===== config.mk =====
export PLATFORM = sky130hd
export DESIGN_NAME = instr_fetch_unit
export DESIGN_NICKNAME = d
export VERILOG_FILES = /design/src/rtl/instr_fetch_unit.sv
export SDC_FILE = /design/constraint.sdc
export NUM_CORES = 1
export LEC_CHECK = 0
export CAP_MARGIN = 20
export CELL_PAD_IN_SITES_DETAIL_PLACEMENT = 1
export CELL_PAD_IN_SITES_GLOBAL_PLACEMENT = 1
export CORE_ASPECT_RATIO = 1.25
export CORE_MARGIN = 4
export CORE_UTILIZATION = 29
export CTS_BUF_LIST = sky130_fd_sc_hd__clkbuf_16
export DETAILED_ROUTE_END_ITERATION = 16
export GPL_ROUTABILITY_DRIVEN = 0
export PLACE_DENSITY_LB_ADDON = 0.25
export SKIP_LAST_GASP = 1
export SLEW_MARGIN = 5
export SYNTH_ARGS = -nofsm -noshare
export SYNTH_HDL_FRONTEND = slang
export SYNTH_SLANG_ARGS = --single-unit

===== constraint.sdc =====
create_clock -name clk -period 1.8 [get_ports clk]
set_input_delay 0.45 -clock clk [delete_from_list [all_inputs] [get_ports clk]]
set_output_delay 0.45 -clock clk [all_outputs]
set_load 0.02 [all_outputs]

===== src/rtl/instr_fetch_unit.sv =====
// Multi-cycle instruction fetch: latches PC as the read address, handshakes with
// variable-latency instruction memory, fills the instruction register and strobes PC increment.
module instr_fetch_unit #(
  parameter int ADDR_W  = 13,
  parameter int DATA_W  = 16,
  parameter int TIMEOUT = 64
) (
  input  logic              clk,
  input  logic              rst,
  input  logic [ADDR_W-1:0] pc_addr,
  input  logic              fetch_req,
  input  logic              flush,
  output logic              mem_rd,
  output logic [ADDR_W-1:0] mem_addr,
  input  logic [DATA_W-1:0] mem_rdata,
  input  logic              mem_ready,
  output logic [DATA_W-1:0] ir,
  output logic              ir_valid,
  input  logic              ir_ack,
  output logic              pc_inc,
  output logic              busy,
  output logic              fetch_err,
  output logic [2:0]        dbg_state
);

  // Handshake: mem_rd rises with a stable mem_addr and is held until the cycle
  // mem_ready=1 is sampled (or the wait budget expires); ir_valid stays high
  // until ir_ack or flush is sampled.

  typedef enum logic [2:0] {
    IDLE  = 3'd0,
    REQ   = 3'd1,
    HOLD  = 3'd2,
    DRAIN = 3'd3,
    ERR   = 3'd4
  } state_t;

  localparam logic [7:0] CNT_LAST = 8'(TIMEOUT - 1);

  state_t              state, state_n;
  logic [7:0]          cnt, cnt_n;
  logic                mem_rd_n, ir_valid_n, pc_inc_n, fetch_err_n;
  logic [ADDR_W-1:0]   mem_addr_n;
  logic [DATA_W-1:0]   ir_n;

  always_ff @(posedge clk) begin
    if (rst) begin
      state     <= IDLE;
      cnt       <= '0;
      mem_rd    <= 1'b0;
      mem_addr  <= '0;
      ir        <= '0;
      ir_valid  <= 1'b0;
      pc_inc    <= 1'b0;
      fetch_err <= 1'b0;
    end else begin
      state     <= state_n;
      cnt       <= cnt_n;
      mem_rd    <= mem_rd_n;
      mem_addr  <= mem_addr_n;
      ir        <= ir_n;
      ir_valid  <= ir_valid_n;
      pc_inc    <= pc_inc_n;
      fetch_err <= fetch_err_n;
    end
  end

  always_comb begin
    state_n     = state;
    cnt_n       = cnt;
    mem_rd_n    = mem_rd;
    mem_addr_n  = mem_addr;
    ir_n        = ir;
    ir_valid_n  = ir_valid;
    pc_inc_n    = 1'b0;
    fetch_err_n = fetch_err;
    unique case (state)
      IDLE: begin
        if (fetch_req && !flush) begin
          mem_addr_n = pc_addr;
          mem_rd_n   = 1'b1;
          cnt_n      = '0;
          state_n    = REQ;
        end
      end
      REQ: begin
        if (mem_ready) begin
          mem_rd_n = 1'b0;
          if (flush) begin
            state_n = IDLE;
          end else begin
            ir_n       = mem_rdata;
            ir_valid_n = 1'b1;
            pc_inc_n   = 1'b1;
            state_n    = HOLD;
          end
        end else if (cnt == CNT_LAST) begin
          mem_rd_n    = 1'b0;
          fetch_err_n = 1'b1;
          state_n     = ERR;
        end else begin
          // A flushed request keeps mem_rd up; the memory must still complete it.
          cnt_n = cnt + 8'd1;
          if (flush) state_n = DRAIN;
        end
      end
      DRAIN: begin
        if (mem_ready) begin
          mem_rd_n = 1'b0;
          state_n  = IDLE;
        end else if (cnt == CNT_LAST) begin
          mem_rd_n    = 1'b0;
          fetch_err_n = 1'b1;
          state_n     = ERR;
        end else begin
          cnt_n = cnt + 8'd1;
        end
      end
      HOLD: begin
        if (ir_ack || flush) begin
          ir_valid_n = 1'b0;
          state_n    = IDLE;
        end
      end
      ERR: begin
        mem_rd_n   = 1'b0;
        ir_valid_n = 1'b0;
      end
      default: state_n = IDLE;
    endcase
  end

  assign busy      = (state != IDLE);
  assign dbg_state = state;

endmodule


==> out/qor.txt <==
Ys flop type -> dfxtp_1
First-pass GRT wire length -> 8560 microns
Wire per inst -> 14.3 microns
Max FO, Critical Path -> 3
Pwr dens -> 811 nW/um^2
Antenna diodes -> 0
Total power -> 2.26 mW
Clk root buf -> clkbuf_16
Hpwl dp -> 3950 microns
Post-route insts no fill -> 359
Asr flop ratio synth -> 0%
Setup violations, final -> 0
Clock sinks -> 44
Antenna violations before repair -> 0
Most frequent cells in the layout -> 68 x clkdlybuf4s50_1, 62 x nand2_1, 44 x dfxtp_1, 41 x a21oi_1, 17 x buf_4
Gate Count Post-Synth -> 209
Largest net degree at the start of global routing -> 17
Placed Instances -> 353
Chip width -> 76.4 microns
Max stage delay on crit path -> 0.62 ns
Maximum buffer depth of the clock tree -> 2
Slowest cell on the critical path -> clkdlybuf4s50_1
WP depth -> 1
Max_cap viols -> 0
Syn Area/Cell -> 8.12 sq um
Total Routed Length -> 5130 microns
Die height -> 93.6 microns
Worst Hold Depth -> 2
H-tree levels -> 2
# fillers -> 681
Fmax achieved -> 0.585 GHz
Unique masters post-synth -> 32
FP Rows -> 30
Clock Latency Late Sink -> 0.28 ns
Status -> completed
Post-route cell area -> 2790 sq um
Via density -> 4.79
Core area -> 5560 sq um
All-layer global routing usage -> 15.0%
DRT iter0 DRCs -> 59
#FFs+latches synth -> 44
Crit path capture type -> output port
Initial Utilization -> 30.6%
Path depth of the worst reg2reg path -> 6
Share of cells above drive strength 1 -> 9.83%
Seq/Total Area, Yosys -> 51.9%
Reg clk slew, reported paths -> 0.06 ns
Worst Skew -> 0.00262 ns
Arrival time at the worst endpoint -> 1.26 ns
Fin nets -> 332
Worst VDD drop -> 0.000409 V
Most common cell after layout, fill and taps aside -> clkdlybuf4s50_1
Postcts setup bufs -> 0
Yosys warns -> 0
Worst Setup Path Type -> reg2out
CP delay by family, top -> buffers and inverters
Pins Over Slew Limit -> 0
Post-synth EDFFs -> 0
Grt ovf -> 0
Fin. Hold Viols -> 0
Worst slew margin -> 63.7%
DRC errors left -> 0
CTS tree -> done
Synthesized Nets -> 245
Number of global-route vias before repair -> 1789
Hold WS -> 0.451 ns
Critical Path RT -> 1.35 ns
Placed cell areas -> 2620 sq um
Synthesized area -> 1700 sq um
Hold Crit Class -> reg2reg
Fin crit share -> 95.0%
Area growth syn-to-layout -> 64.1%
Crit-path cells -> clkdlybuf4s50_1
# IOs -> 72
Min Clock Period, post-route -> 1.71 ns
Slew @ Worst Pin -> 0.539 ns
Port Buf Inserts -> 71
RSZ-0062 raised after global routing -> true
Leak -> 1.01 nW
CP bufs+invs -> 1
DR vias -> 1719
CTS Buf Count -> 5
Drt pass-1 iters -> 6
Final ANT Viol Nets -> 0
Startpoint types -> flip-flop
Die Area -> 7150 sq um
-- worst paths after layout --
path                                   from                  endpoint  slack [ns]
setup / recovery  dbg_state[2]$_SDFFE_PP0P_              dbg_state[2]        0.09
hold / removal     mem_addr[8]$_SDFFE_PP0P_  mem_addr[8]$_SDFFE_PP0P_        0.45
setup reg to reg        cnt[0]$_SDFFE_PP0P_       cnt[0]$_SDFFE_PP0P_        0.17
hold reg to reg    mem_addr[8]$_SDFFE_PP0P_  mem_addr[8]$_SDFFE_PP0P_        0.45
-- power breakdown --
part	internal (mW)	switching, mW	leakage, nW
Combinational	0.153	0.121	0.580
Clock	0.638	0.334	0.0757
Sequential	0.999	0.0135	0.357
Total	1.79	0.469	1.01
-- state kept, by name (all words and copies together) (netlist names) --
register,cells
dbg_state,3
fetch_err,1
pc_inc,1
mem_rd,1
ir_valid,1
cnt,8
ir,16
mem_addr,13
-- routing by layer --
| layer | wire length [microns] | GRT usage [%] |
|---|---|---|
| met2 | 2600 | 26.8 |
| met3 | 316 | 4.53 |
| met5 | 0 | 0 |
| met4 | 82 | 5.89 |
| met1 | 2120 | 16.5 |
-- Yosys cell counts (all sizes together), types with 2 or more instances --
library cell / count / area [sq um]
nand2b: 2 / 12.5
xor2: 2 / 17.5
clkbuf: 6 / 22.5
and3: 3 / 18.8
nand3: 7 / 35.0
nor2: 7 / 26.3
or3: 4 / 25.0
nor3b: 2 / 26.3
o21ai: 6 / 30.0
buf: 5 / 30.0
nand2: 62 / 233
a21oi: 41 / 205
dfxtp: 44 / 881
inv: 3 / 11.3
-- cell families after synthesis --
| kind of cell | synth area share, % |
|---|---|
| AOI/OAI and AO/OA | 16.8 |
| adders and majority gates | 0.737 |
| and+or+nand+nor | 25.8 |
| buffers and inverters | 3.76 |
| DFF | 51.9 |
| xor gates and xnor gates | 1.03 |
-- final cells by class --
class / count / area, sq um / area share [%]
clock buffers: 5 / 125 / 4.49
clock inverters: 1 / 30.0 / 1.08
repair buffers: 91 / 895 / 32.1
flip-flops and latches: 44 / 881 / 31.6
inverters: 3 / 11.3 / 0.404
multi-input cells: 151 / 764 / 27.4
well taps: 64 / 80.1 / 2.87
-- per-stage QoR --
| stage | util [%] | setup TNS (ns) | setup WS, ns |
|---|---|---|---|
| 6_report | 50.2 | 0 | 0.0905 |
| 3_3_place_gp | 47.2 | -0.606 | -0.0888 |
| 3_5_place_dp | 47.2 | -1.15 | -0.117 |
| 5_1_grt | 50.2 | -0.00123 | -0.00123 |
| 4_1_cts | 50.2 | 0 | 0.0753 |
| 2_1_floorplan | - | 0 | 0.245 |
-- repair_timing --
action | in CTS | in global routing
setup endpoints to repair | 6 | 1
hold buffers | 0 | 0
gates cloned | 0 | 0
pin swaps | 0 | 0
resized for setup | 4 | 0
No activity file was read; power rests on OpenSTA's default activity.
